===== src/rtl/sugar_event_queue.sv =====
// Sugar event collector: latches per-ant collect/drop events, serializes them
// through a FIFO and retires collects as sugar-map decrements, drops as colony increments.
module sugar_event_queue #(
  parameter int N_ANTS = 8,
  parameter int XW     = 8,
  parameter int YW     = 7,
  parameter int DEPTH  = 16,
  parameter int SW     = 8,
  parameter int CW     = 16
) (
  input  logic                 game_clk,
  input  logic                 RESET,
  input  logic                 capture,
  input  logic [N_ANTS-1:0]    collecting_sugar,
  input  logic [N_ANTS-1:0]    dropping_sugar,
  input  logic [N_ANTS*XW-1:0] ant_X,
  input  logic [N_ANTS*YW-1:0] ant_Y,
  output logic [XW+YW-1:0]     mem_addr,
  output logic                 mem_rd,
  input  logic [SW-1:0]        mem_rdata,
  output logic                 mem_wr,
  output logic [SW-1:0]        mem_wdata,
  output logic [CW-1:0]        colony_sugar,
  output logic                 empty_hit,
  output logic                 overflow,
  output logic                 busy
);

  localparam int AW = XW + YW;
  localparam int EW = AW + 1;
  localparam int PW = $clog2(DEPTH);
  localparam int IW = (N_ANTS > 1) ? $clog2(N_ANTS) : 1;

  localparam logic [1:0] S_IDLE = 2'd0;
  localparam logic [1:0] S_RD   = 2'd1;
  localparam logic [1:0] S_WT   = 2'd2;
  localparam logic [1:0] S_WR   = 2'd3;

  logic [N_ANTS-1:0] r_pend;
  logic [N_ANTS-1:0] r_type;
  logic [AW-1:0]     r_ant_addr [N_ANTS];
  logic [EW-1:0]     r_fifo [DEPTH];
  logic [PW-1:0]     r_wp;
  logic [PW-1:0]     r_rp;
  logic [PW:0]       r_cnt;
  logic [1:0]        r_state;
  logic [AW-1:0]     r_addr;
  logic [SW-1:0]     r_rdata;
  logic [CW-1:0]     r_col;
  logic              r_ovf;
  logic              r_busy;

  logic              w_scan_hit;
  logic [IW-1:0]     w_scan_idx;
  logic              w_full;
  logic              w_push;
  logic              w_pop;
  logic [EW-1:0]     w_head;
  logic [N_ANTS-1:0] w_cap;
  logic [N_ANTS-1:0] w_new;
  logic [N_ANTS-1:0] w_clr;
  logic              w_lost;
  logic              w_zero;

  // Descending walk so the lowest pending index wins.
  always_comb begin
    w_scan_hit = 1'b0;
    w_scan_idx = '0;
    for (int i = N_ANTS - 1; i >= 0; i--) begin
      if (r_pend[i]) begin
        w_scan_hit = 1'b1;
        w_scan_idx = IW'(i);
      end
    end
  end

  assign w_full = (r_cnt == (PW+1)'(DEPTH));
  assign w_push = w_scan_hit & ~w_full;
  assign w_pop  = (r_state == S_IDLE) & (r_cnt != '0);
  assign w_head = r_fifo[r_rp];
  assign w_cap  = capture ? (collecting_sugar | dropping_sugar) : '0;
  assign w_new  = w_cap & ~r_pend;
  assign w_lost = |(w_cap & r_pend);
  assign w_clr  = w_push ? (N_ANTS'(1) << w_scan_idx) : '0;

  always_ff @(posedge game_clk or posedge RESET) begin
    if (RESET) begin
      r_pend <= '0;
      r_ovf  <= 1'b0;
    end else begin
      r_pend <= (r_pend & ~w_clr) | w_new;
      if (w_lost) r_ovf <= 1'b1;
    end
  end

  always_ff @(posedge game_clk) begin
    for (int i = 0; i < N_ANTS; i++) begin
      if (w_new[i]) begin
        r_type[i]     <= collecting_sugar[i];
        r_ant_addr[i] <= {ant_Y[i*YW +: YW], ant_X[i*XW +: XW]};
      end
    end
    if (w_push) r_fifo[r_wp] <= {r_type[w_scan_idx], r_ant_addr[w_scan_idx]};
  end

  always_ff @(posedge game_clk or posedge RESET) begin
    if (RESET) begin
      r_wp  <= '0;
      r_rp  <= '0;
      r_cnt <= '0;
    end else begin
      if (w_push) r_wp <= r_wp + 1'b1;
      if (w_pop)  r_rp <= r_rp + 1'b1;
      r_cnt <= r_cnt + {{PW{1'b0}}, w_push} - {{PW{1'b0}}, w_pop};
    end
  end

  always_ff @(posedge game_clk or posedge RESET) begin
    if (RESET) begin
      r_state <= S_IDLE;
      r_addr  <= '0;
      r_rdata <= '0;
      r_col   <= '0;
    end else begin
      unique case (r_state)
        S_IDLE: begin
          if (w_pop) begin
            if (w_head[AW]) begin
              r_addr  <= w_head[AW-1:0];
              r_state <= S_RD;
            end else if (r_col != '1) begin
              r_col <= r_col + 1'b1;
            end
          end
        end
        S_RD: r_state <= S_WT;
        S_WT: begin
          r_rdata <= mem_rdata;
          r_state <= S_WR;
        end
        S_WR: r_state <= S_IDLE;
        default: r_state <= S_IDLE;
      endcase
    end
  end

  always_ff @(posedge game_clk or posedge RESET) begin
    if (RESET) r_busy <= 1'b0;
    else       r_busy <= (|r_pend) | (r_cnt != '0) | (r_state != S_IDLE);
  end

  assign w_zero       = (r_rdata == '0);
  assign mem_addr     = r_addr;
  assign mem_rd       = (r_state == S_RD);
  assign mem_wr       = (r_state == S_WR);
  assign mem_wdata    = (mem_wr && !w_zero) ? r_rdata - 1'b1 : '0;
  assign empty_hit    = mem_wr & w_zero;
  assign colony_sugar = r_col;
  assign overflow     = r_ovf;
  assign busy         = r_busy;

endmodule


===== config.mk =====
export PLATFORM = sky130hd
export DESIGN_NAME = sugar_event_queue
export DESIGN_NICKNAME = d
export VERILOG_FILES = /design/src/rtl/sugar_event_queue.sv
export SDC_FILE = /design/constraint.sdc
export NUM_CORES = 1
export LEC_CHECK = 0
export CORE_AREA = 2 2 174 219
export CTS_BUF_LIST = sky130_fd_sc_hd__clkbuf_4 sky130_fd_sc_hd__clkbuf_8
export DETAILED_ROUTE_END_ITERATION = 8
export DIE_AREA = 0 0 176 221
export DONT_BUFFER_PORTS = 1
export PLACE_DENSITY = 0.62
export SETUP_SLACK_MARGIN = 0.15
export SYNTH_ARGS = -nofsm -noshare
export SYNTH_HDL_FRONTEND = slang
export SYNTH_SLANG_ARGS = --single-unit

===== constraint.sdc =====
create_clock -name game_clk -period 8.8 [get_ports game_clk]
set_input_delay 0.88 -clock game_clk [delete_from_list [all_inputs] [get_ports game_clk]]
set_output_delay 0.88 -clock game_clk [all_outputs]
set_load 0.02 [all_outputs]

* After elaboration in Yosys (flattened, before gate mapping) *
Memory sizes are Yosys's and may differ from the RTL's.
Cells that the tools add are included.

storage, ports and cells
  flip-flop bits (word level) = 72
  RAM bits = 376
  input bits = 147
  output and inout bits = 44
  word-level logic and storage cells = 102
  memories kept = 2

operators by class
  add/subtract/negate cells = 6
  magnitude comparators = 1
  eq/ne operators = 7
  shift operators = 1
  mux-type cells = 42
  bitwise logic cells = 14
  reduce and logical (&&, ||, !) cells = 11

memories
  name        depth  bits a word  read ports  clocked after Yosys merged registers in  wr ports  RTL line  text
  r_fifo      16     16           1           0                                        1         42        logic [EW-1:0] r_fifo [DEPTH];
  r_ant_addr  8      15           1           0                                        8         41        logic [AW-1:0] r_ant_addr [N_ANTS];

operators by type and width
  cell                   count
  $mux 1                 27
  $and 8x8->8            3
  $mux 3                 8
  $mux 8                 3
  $add 16x1->16 const B  1
  $ne 16x16->1 const B   1
  $not 8->8              2
  $or 8x8->8             2
  $reduce_or 8->1        2
  $add 4x1->4 const B    2
  $logic_not 8->1        1
  $pmux 2 s4             1
  $shl 1x3->8 const A    1
  $sub 8x1->8 const B    1
  $add 5x1->5            1
  $eq 5x5->1 const B     1
  $reduce_bool 5->1      1
  $sub 5x1->5            1
  $eq 2x2->1 const B     2
  $lt 3x4->1 const B     1
  $mux 2                 2
  $ne 2x2->1 const B     2
  $reduce_and 4->1       1
  $and 1x1->1            3
  other kinds (10)       12

* Longest topological paths before layout *
Gate-level depths: netlist of run 1.

  depth after elaboration = 13
  mapped depth = 14
  mapped depth without buffers = 14

* Worst setup path before layout of run 1 *
Ideal clock, no wire load.

  kind = register -> register
  from = reg r_pend[6]
  to = mem r_fifo[0][7] in the netlist's numbering, data pin
  data arrival time = 2.695 ns
  slack = 5.758 ns
  stages on the path, launching flop included = 9
  buffers on the path = 2
  period minus slack after synthesis = 3.042 ns
  cells stage by stage = dfrtp_1 > nand2b_1 > a221oi_1 > and3_1 > clkbuf_1 > clkbuf_1 > a221oi_1 > o21a_1 > a221oi_1

between the ends
  cells in the longest elaborated chain, start to end = 8

RTL lines
  item                    RTL line  text
  from (decl)             39        logic [N_ANTS-1:0] r_pend;
  from (signal assigned)  91        r_pend <= (r_pend & ~w_clr) | w_new;
  $mux 3 (7 in a row)     70        if (r_pend[i]) begin
  $mem_v2 8x15            -
  to (decl)               42

No other way between the ends.

* Worst setup path in the final report of run 1 *
  from = reg r_pend[7]
  to = mem r_fifo[5][13] in the netlist's numbering, data pin

between the ends
  cells in the longest elaborated chain, start to end = 9

RTL lines
  item                 RTL line
  $mux 3 (8 in a row)  70
  $mem_v2 8x15         -

No other way between the ends.

==> results.sh, run 1 <==
export IMPL_status="finished, final reports clean"
export IMPL_synth_cell_area_um2=17850
export IMPL_reg2reg_to="r_fifo[5][13]"
export IMPL_cts_sinks=448
export IMPL_start_util=0.4843
export IMPL_synth_top_family_by_area="multiplexers"
export IMPL_clock_root_buffer="clkbuf_8"
export IMPL_route_detailed_drc=0
export IMPL_fin_nets=1219
export IMPL_synth_edf_count=384
export IMPL_grt_first_pass_wirelength_mm=59.95
export IMPL_clk_transition_reported_paths_ps=70
export IMPL_htree_levels=3
export IMPL_setup_viol=0
export IMPL_yosysSeqAreaShare=0.7355
export IMPL_pwr_density_cell_nw_per_um2=367.5
export IMPL_reg2reg_from="r_pend[7]"
export IMPL_cp_arrival_ps=4060
export IMPL_cellLeakagePower_uw=0.006903
export IMPL_port_buffers=0
export IMPL_grt_use_total=0.2087
export IMPL_placed_cell_area_um2=18600
export IMPL_critPathMaxStageDelay_ps=920
export IMPL_post_route_period_util=0.4357
export IMPL_drtIter0Drc=547
export IMPL_avgViaCountPerCell=5.803
export IMPL_fin_crit_ps=3834
export IMPL_synth_compound_area_frac=0.06160
export IMPL_hold_depth=0
export IMPL_startpoint_type="flop"
export IMPL_drt_wl_total_mm=39.62
export IMPL_vias=9244
export IMPL_drv_cap=0
export IMPL_cts_buffers=70
export IMPL_holdBufCountCts=0
export IMPL_tritoncts="built"
export IMPL_maxSlewViolCount=0
export IMPL_critical_path_top_delay_family="simple AND/OR/NAND/NOR gates"
export IMPL_ys_flop_type="edfxtp_1"
export IMPL_final_cell_mix="edfxtp_1 (384), clkbuf_8 (78), mux4_2 (66)"
export IMPL_grt_pass1_vias=9784
export IMPL_yosys_cell_types_count=51
export IMPL_hold_path_class="in -> reg"
export IMPL_setup_slack_ps=4966
export IMPL_synthArstFlopShare=0.1429
export IMPL_ctsLongestPathBuffers=3
export IMPL_gr_usage_met1=0.2610
export IMPL_post_cts_buffers=0
export IMPL_ys_ff_latch=448
export IMPL_fmax_mhz=260.8
export IMPL_skew_ps=32.38
export IMPL_ctsResizeCount=0
export IMPL_grt_start_max_net_pins=65
export IMPL_top_usage_layer="met2"
export IMPL_reg2reg_depth=7
export IMPL_ir_worst_vdd_uv=199.7
export IMPL_core_um2=36870
export IMPL_tns_ps=0
export IMPL_crit_slowest_cell="o31ai_2"
export IMPL_place_ws_ps=4997
export IMPL_slew_headroom=0.2225
export IMPL_synthXorXnorAreaFrac=0.01472
export IMPL_cp_num_buf_inv=1
export IMPL_dpl_hpwl_mm=25.29
export IMPL_worstPathRequired_ps=9030
export IMPL_ys_warn_count=0
export IMPL_dr_pass1_iters=5
export IMPL_muxShareOfSynthArea=0.1111
export IMPL_overflow=0
export IMPL_timing_critical_path_mode_cell="nor2_1"
export IMPL_die_w_um=176
export IMPL_clock_latency_ps=610
export IMPL_layout_commonest_cell="edfxtp_1"
export IMPL_drive_above_1_share=0.2414
export IMPL_crit_type="reg -> reg"
export IMPL_antenna_found_initial=5
export IMPL_fin_util=0.5429
export IMPL_area_growth_pct=12.10
export IMPL_ios=191
export IMPL_rrSetupSlack_ps=4970
export IMPL_grt_setup_unrepaired="false"
export IMPL_hp_start="ant_X[62]"
export IMPL_avgSynthCellArea_um2=17.96
export IMPL_path_max_fanout=25
export IMPL_synthAdderAreaFrac=0.01374
export IMPL_endpoint_kind="flop"
export IMPL_routedWlPerCell_um=24.87
export IMPL_num_fill_cells=2890
export IMPL_ant_nets=0
export IMPL_worstMarginPinSlew_ps=1159
export IMPL_die_height_um=221
export IMPL_num_rows=79
export IMPL_hold_violations=0
export IMPL_gr_usage_met3=0.05979
export IMPL_dieArea_um2=38900
export IMPL_use_met2=0.3551
export IMPL_synth_simple_gate_area_share=0.04541
export IMPL_syn_nets=1160
export IMPL_syn_inst=994
export IMPL_final_area_um2=20020
export IMPL_whs_endpoint="r_ant_addr[7][6]"
export IMPL_globalplace_congestion=0.8158
export IMPL_crit_chain="nor2_1, o31ai_2, and3_1, buf_4, a221o_1, a221oi_1, nor2_1"
==> worst max-delay path by stage <==
stage,startpoint,depth (start not counted),end
finish,r_pend[7],7,r_fifo[5][13]
global route,r_pend[7],7,r_fifo[5][13]
CTS,r_pend[7],7,r_fifo[5][8]
detailed placement,r_pend[7],7,r_fifo[0][8]
global placement,r_pend[7],7,r_fifo[8][4]
floorplan,r_pend[6],8,r_fifo[0][7]
==> synthesized netlist by cell type, drive strengths merged, types with 4 or more instances <==
library cell,count,area share
o21a,7,0.0029
buf,11,0.0029
mux2i,16,0.0090
nand2b,8,0.0028
a21oi,8,0.0022
o21ai,13,0.0036
mux4,66,0.083
a22o,11,0.0054
nor3,9,0.0028
xnor2,19,0.0093
nand2,36,0.0076
nor2,65,0.014
xor2,11,0.0054
a21o,8,0.0034
a22oi,5,0.0021
mux2,30,0.019
a221oi,41,0.020
nand3,9,0.0025
and3,4,0.0014
and2,5,0.0018
a221o,22,0.012
nor2b,15,0.0053
nor3b,4,0.0017
inv,33,0.0069
a32oi,4,0.0020
dfrtp,64,0.090
ha,18,0.013
nand4,5,0.0018
a31oi,4,0.0014
clkbuf,38,0.0081
edfxtp,384,0.65
==> routing by layer <==
layer | vias to the layer above | part of all wire
met5 | - | 0.00033
met4 | 2 | 0.015
met3 | 51 | 0.072
met2 | 367 | 0.52
met1 | 4718 | 0.39
li1 | 4106 | -
==> logic make-up (layout without fill, tap and decap cells) <==
logic type               Yosys count  in the layout
multiplexers                     112            112
AND/OR/NAND/NOR                  168            168
other                              0              1
buffers and inverters             82            194
XOR/XNOR                          30             30
adder cells (fa/ha/maj)           19             19
flip-flops                       448            448
AO/OA/AOI/OAI                    135            135
==> state kept, by name, indices dropped and copies added, names as in the netlist <==
signal,count
r_cnt,5
r_ant_addr,120
r_rp,4
r_pend,8
r_type,8
r_rdata,8
busy,1
r_wp,4
mem_addr,15
overflow,1
r_state,2
r_fifo,256
colony_sugar,16
==> layout make-up <==
| class | instances | area, um2 | area share |
|---|---|---|---|
| antenna | 1 | 2.502 | 0.0001250 |
| clock inverter | 24 | 163.9 | 0.008189 |
| timing repair buffer | 36 | 270.3 | 0.01350 |
| clock buffer | 101 | 1246 | 0.06226 |
| sequential | 448 | 13140 | 0.6564 |
| inverter | 33 | 125.1 | 0.006251 |
| tap | 486 | 608.1 | 0.03038 |
| multi-input combinational | 464 | 4462 | 0.2229 |
==> stage by stage <==
stage / std cells / hold WS, ps / total power [uW]
finish: 1593 / 361.9 / 7355
floorplan: 994 / 502.5 / 4950
CTS: 1592 / 327.8 / 7444
global route: 1593 / 329.4 / 7746
detailed placement: 1467 / 525.3 / 5693
global placement: 1467 / 522.9 / 5629
==> where the power goes <==
part           switching, uW  internal [uW]  leakage, uW
Combinational           1280            874      0.00188
Sequential               350           3110      0.00428
Clock                    774            970     0.000748
Total                   2400           4950      0.00690
(Power assumes the default switching activity.)
==> inputs of run 2 (changes only) <==
- clock period: 8.8 -> 3.71 ns (I/O delays scaled with it)
==> results.sh, run 2 (synthesized netlist as in run 1, its figures left out) <==
export IMPL_critPathMaxStageDelay_ps=810
export IMPL_dieArea_um2=38900
export IMPL_critPathLaunch="r_pend[3]"
export IMPL_timing_critical_path_mode_cell="a221oi_1"
export IMPL_overflow=0
export IMPL_top_register="r_fifo"
export IMPL_maxSlewViolCount=0
export IMPL_die_w_um=176
export IMPL_cts_sinks=448
export IMPL_worstPathRequired_ps=3940
export IMPL_layout_commonest_cell="edfxtp_1"
export IMPL_endpoint_kind="flop"
export IMPL_num_antenna_cells=0
export IMPL_drv_cap=0
export IMPL_clock_latency_ps=600
export IMPL_holdBufCountCts=138
export IMPL_globalplace_congestion=0.8283
export IMPL_cp_arrival_ps=3280
export IMPL_drive_above_1_share=0.2382
export IMPL_grt_first_pass_wirelength_mm=65.34
export IMPL_status="finished, final reports clean"
export IMPL_cts_buffers=70
export IMPL_top_usage_layer="met2"
export IMPL_port_buffers=0
export IMPL_cellLeakagePower_uw=0.007648
export IMPL_hold_path_class="in -> reg"
export IMPL_routedWlPerCell_um=24.07
export IMPL_hold_violations=0
export IMPL_clock_root_buffer="clkbuf_8"
export IMPL_tritoncts="built"
export IMPL_clk_transition_reported_paths_ps=60
export IMPL_worstSetupPathDepth=7
export IMPL_ant_nets=0
export IMPL_rrSetupSlack_ps=660
export IMPL_fmax_mhz=328.2
export IMPL_num_rows=79
export IMPL_ios=191
export IMPL_grt_use_total=0.2241
export IMPL_placed_cell_area_um2=18870
export IMPL_core_um2=36870
export IMPL_crit_type="reg -> reg"
export IMPL_antenna_found_initial=0
export IMPL_crit_slowest_cell="nor2_1"
export IMPL_tns_ps=0
export IMPL_htree_levels=3
export IMPL_gr_usage_met1=0.2828
export IMPL_post_route_period_util=0.8212
export IMPL_dr_pass1_iters=4
export IMPL_slew_headroom=0.1652
export IMPL_grt_setup_unrepaired="false"
export IMPL_ctsResizeCount=0
export IMPL_largest_reg_flops=256
export IMPL_final_cell_mix="edfxtp_1 (384), dlygate4sd3_1 (138), clkbuf_8 (74)"
export IMPL_reg2reg_to="r_fifo[11][3]"
export IMPL_grt_pass1_vias=11020
export IMPL_dpl_hpwl_mm=26.50
export IMPL_setup_viol=0
export IMPL_startpoint_type="flop"
export IMPL_area_growth_pct=21.23
export IMPL_use_met2=0.3844
export IMPL_critical_path_endpoint="r_fifo[11][3]"
export IMPL_start_util=0.4843
export IMPL_drtIter0Drc=687
export IMPL_final_area_um2=21640
export IMPL_ctsLongestPathBuffers=3
export IMPL_cp_num_buf_inv=2
export IMPL_ir_worst_vdd_uv=504.0
export IMPL_vias=10110
export IMPL_worstMarginPinSlew_ps=1251
export IMPL_drt_wl_total_mm=42.41
export IMPL_post_cts_buffers=0
export IMPL_grt_start_max_net_pins=40
export IMPL_reg2reg_from="r_pend[3]"
export IMPL_avgViaCountPerCell=5.738
export IMPL_gr_usage_met3=0.04845
export IMPL_fin_crit_ps=3047
export IMPL_reg2reg_depth=7
export IMPL_fin_nets=1389
export IMPL_die_height_um=221
export IMPL_critical_path_top_delay_family="simple AND/OR/NAND/NOR gates"
export IMPL_path_max_fanout=17
export IMPL_pwr_density_cell_nw_per_um2=826.5
export IMPL_route_detailed_drc=0
export IMPL_crit_chain="inv_1, a221oi_1, and3_1, buf_4, a221o_1, a221oi_1, nor2_1"
export IMPL_skew_ps=29.93
run 2: cell count changes in the layout (fill, tap and decap cells not counted):
| cell | before | now |
|---|---|---|
| clkbuf_4 | 23 | 29 |
| clkinv_1 | 13 | 8 |
| buf_12 | 0 | 2 |
| buf_4 | 36 | 66 |
| dlygate4sd3_1 | 0 | 138 |
| clkbuf_8 | 78 | 74 |
| inv_6 | 2 | 1 |
| clkinvlp_4 | 1 | 2 |
| clkinv_2 | 7 | 10 |
| diode_2 | 1 | 0 |
run 2: worst min path at each step:
stage	endpoint	slack [ps]	start	depth (start not counted)
finish	r_pend[1]	40	capture	2
global route	r_pend[1]	20	capture	2
CTS	r_pend[1]	9	capture	2
detailed placement	r_rdata[7]	420	RESET	1
global placement	r_rdata[7]	410	RESET	1
floorplan	r_ant_addr[0][0]	470	ant_X[0]	0
run 2: per-layer routing:
| layer | vias up | routed length, um |
|---|---|---|
| met2 | 441 | 21770 |
| met5 | - | 0 |
| met4 | 0 | 1078 |
| li1 | 4439 | - |
| met1 | 5144 | 16710 |
| met3 | 87 | 2856 |
run 2: area by class of cell:
type / instances / area [um2]
flip-flops and latches: 448 / 13140
multi-input cells: 464 / 4462
fillers: 2780 / 15220
inverters: 33 / 125.1
clock buffers: 103 / 1236
clock inverters: 22 / 158.9
repair buffers: 206 / 1917
well taps: 486 / 608.1
run 2: through the flow:
step,std cells,total power [uW],worst slack (ps),utilization,hold WS (ps)
5_1_grt,1762,18840,330.7,0.5871,17.02
3_5_place_dp,1499,13790,661.1,0.5118,417.3
2_1_floorplan,994,11740,667.8,-,469.9
6_report,1762,17890,663.2,0.5871,43.03
4_1_cts,1762,18020,653.0,0.5871,9.027
3_3_place_gp,1499,13660,722.3,0.5118,411.7
run 2: power by group:
part	internal [uW]	total [uW]	leakage [uW]	switching, uW
Combinational	2390	5610	0.00262	3220
Clock	2280	4150	0.000746	1870
Sequential	7360	8120	0.00428	760
Total	12000	17900	0.00765	5850
==> inputs of run 3 (changes only) <==
- PLACE_DENSITY: 0.62 -> 0.65
- clock period: 3.71 -> 2.7 ns (I/O delays scaled with it)
==> results.sh, run 3 (synthesized netlist as in run 1, its figures left out) <==
export IMPL_endpoint_kind="flop"
export IMPL_start_util=0.4843
export IMPL_antenna_found_initial=0
export IMPL_critPathMaxStageDelay_ps=530
export IMPL_core_um2=36870
export IMPL_area_growth_pct=25.98
export IMPL_die_height_um=221
export IMPL_drv_cap=0
export IMPL_multi_input_area_um2=4880
export IMPL_p_int_uw=17180
export IMPL_fin_nets=1423
export IMPL_post_route_period_util=0.9379
export IMPL_worstMarginPinSlew_ps=674.0
export IMPL_grt_setup_unrepaired="true"
export IMPL_drtIter0Drc=852
export IMPL_grt_use_total=0.2189
export IMPL_use_met2=0.3790
export IMPL_num_rows=79
export IMPL_hold_violations=0
export IMPL_routedWlPerCell_um=23.12
export IMPL_dr_pass1_iters=5
export IMPL_hold_ws_ps=50.71
export IMPL_num_fill_cells=2627
export IMPL_port_buffers=0
export IMPL_gr_usage_met3=0.05052
export IMPL_setup_viol=0
export IMPL_pwr_density_cell_nw_per_um2=1139
export IMPL_hold_path_class="in -> reg"
export IMPL_path_max_fanout=6
export IMPL_power_switching_uw=8432
export IMPL_crit_chain="mux4_2, mux4_2, a311o_1, or3_4, nor2_4, xor2_1"
export IMPL_dpl_hpwl_mm=25.61
export IMPL_ios=191
export IMPL_avgViaCountPerCell=5.637
export IMPL_tritoncts="built"
export IMPL_startpoint_type="flop"
export IMPL_largest_reg_flops=256
export IMPL_final_seq_area_um2=13140
export IMPL_dieArea_um2=38900
export IMPL_fin_crit_ps=2532
export IMPL_globalplace_congestion=0.8294
export IMPL_vias=10150
export IMPL_layout_commonest_cell="edfxtp_1"
export IMPL_crit_type="reg -> reg"
export IMPL_power_frac_clock=0.223
export IMPL_grt_first_pass_wirelength_mm=63.69
export IMPL_ctsLongestPathBuffers=3
export IMPL_tns_ps=0
export IMPL_grt_pass1_vias=10980
export IMPL_power_frac_comb=0.348
export IMPL_setup_slack_ps=167.8
export IMPL_cts_sinks=448
export IMPL_clock_latency_ps=620
export IMPL_cts_buffers=71
export IMPL_swShare=0.3292
export IMPL_p_seq_frac=0.430
export IMPL_cp_arrival_ps=3070
export IMPL_ant_nets=0
export IMPL_worstPathRequired_ps=3230
export IMPL_timing_critical_path_mode_cell="mux4_2"
export IMPL_route_detailed_drc=0
export IMPL_num_antenna_cells=0
export IMPL_clock_root_buffer="clkbuf_8"
export IMPL_maxSlewViolCount=0
export IMPL_grt_start_max_net_pins=38
export IMPL_top_usage_layer="met2"
export IMPL_fin_util=0.6101
export IMPL_place_ws_ps=-16.44
export IMPL_drt_wl_total_mm=41.62
export IMPL_skew_ps=28.60
export IMPL_crit_slowest_cell="mux4_2"
export IMPL_top_register="r_fifo"
export IMPL_gr_usage_met1=0.2682
export IMPL_die_w_um=176
export IMPL_clk_transition_reported_paths_ps=60
export IMPL_drive_above_1_share=0.2998
export IMPL_final_cell_mix="edfxtp_1 (384), dlygate4sd3_1 (141), buf_4 (81)"
export IMPL_slew_headroom=0.5487
export IMPL_overflow=0
export IMPL_status="finished, final reports clean"
export IMPL_cp_num_buf_inv=0
export IMPL_htree_levels=3
export IMPL_critical_path_top_delay_family="multiplexers"
export IMPL_ir_worst_vdd_uv=705.9
export IMPL_cellLeakagePower_uw=0.007960
export IMPL_fmax_mhz=394.9
==> run 3: worst paths after layout <==
kind                                   start          endpoint  slack, ps  cells past startpoint
setup / recovery                     r_rp[2]   colony_sugar[9]        170                      6
hold / removal             dropping_sugar[3]         r_pend[3]         50                      3
setup reg to reg                     r_rp[2]   colony_sugar[9]        170                      6
hold reg to reg                   r_rdata[6]        r_rdata[6]        560                      1
max in group asynchronous              RESET       mem_addr[1]       1810                      3
min in group asynchronous              RESET  colony_sugar[12]        220                      2
==> run 3: through the flow <==
step                      power [uW]  instance area, um2  instances
after detailed placement       19350               19280       1522
after global routing           26960               22490       1800
final                          25610               22490       1800
after global placement         19160               19280       1522
after CTS                      25410               22230       1796
after floorplan                16360               18010        994
==> run 3: cell type report <==
type	count	share of cell area
flip-flops and latches	448	0.5842
inverters	33	0.005618
repair buffers	239	0.1037
clock buffers	105	0.05563
well taps	486	0.02703
multi-input cells	464	0.2169
clock inverters	25	0.006842
==> run 3: worst min-delay path, stage by stage <==
cell and delay (ps):
o21a_1 200, nor2_1 100, a41oi_1 60
==> run 3: routing by layer <==
| metal | part of all wire | routed length, um | vias to the layer above |
|---|---|---|---|
| li1 | - | - | 4515 |
| met1 | 0.39 | 16230 | 5135 |
| met2 | 0.52 | 21510 | 423 |
| met3 | 0.068 | 2846 | 73 |
| met4 | 0.025 | 1028 | 0 |
| met5 | 0 | 0 | - |
==> run 3: power groups by stage <==
stage / Clock (uW) / Sequential (uW) / Combinational (uW)
2_1_floorplan: 0 / 10900 / 5510
3_3_place_gp: 0 / 11100 / 8110
3_5_place_dp: 0 / 11100 / 8230
4_1_cts: 5810 / 11000 / 8610
5_1_grt: 6150 / 11200 / 9660
6_report: 5710 / 11000 / 8900
==> run 3: repair_timing <==
item,CTS,global route
hold buffers,141,0
hold endpoints to repair,172,0
gates resized for setup,22,37
endpoints found under the setup margin,138,236
setup buffers,3,4
pin swaps,4,8
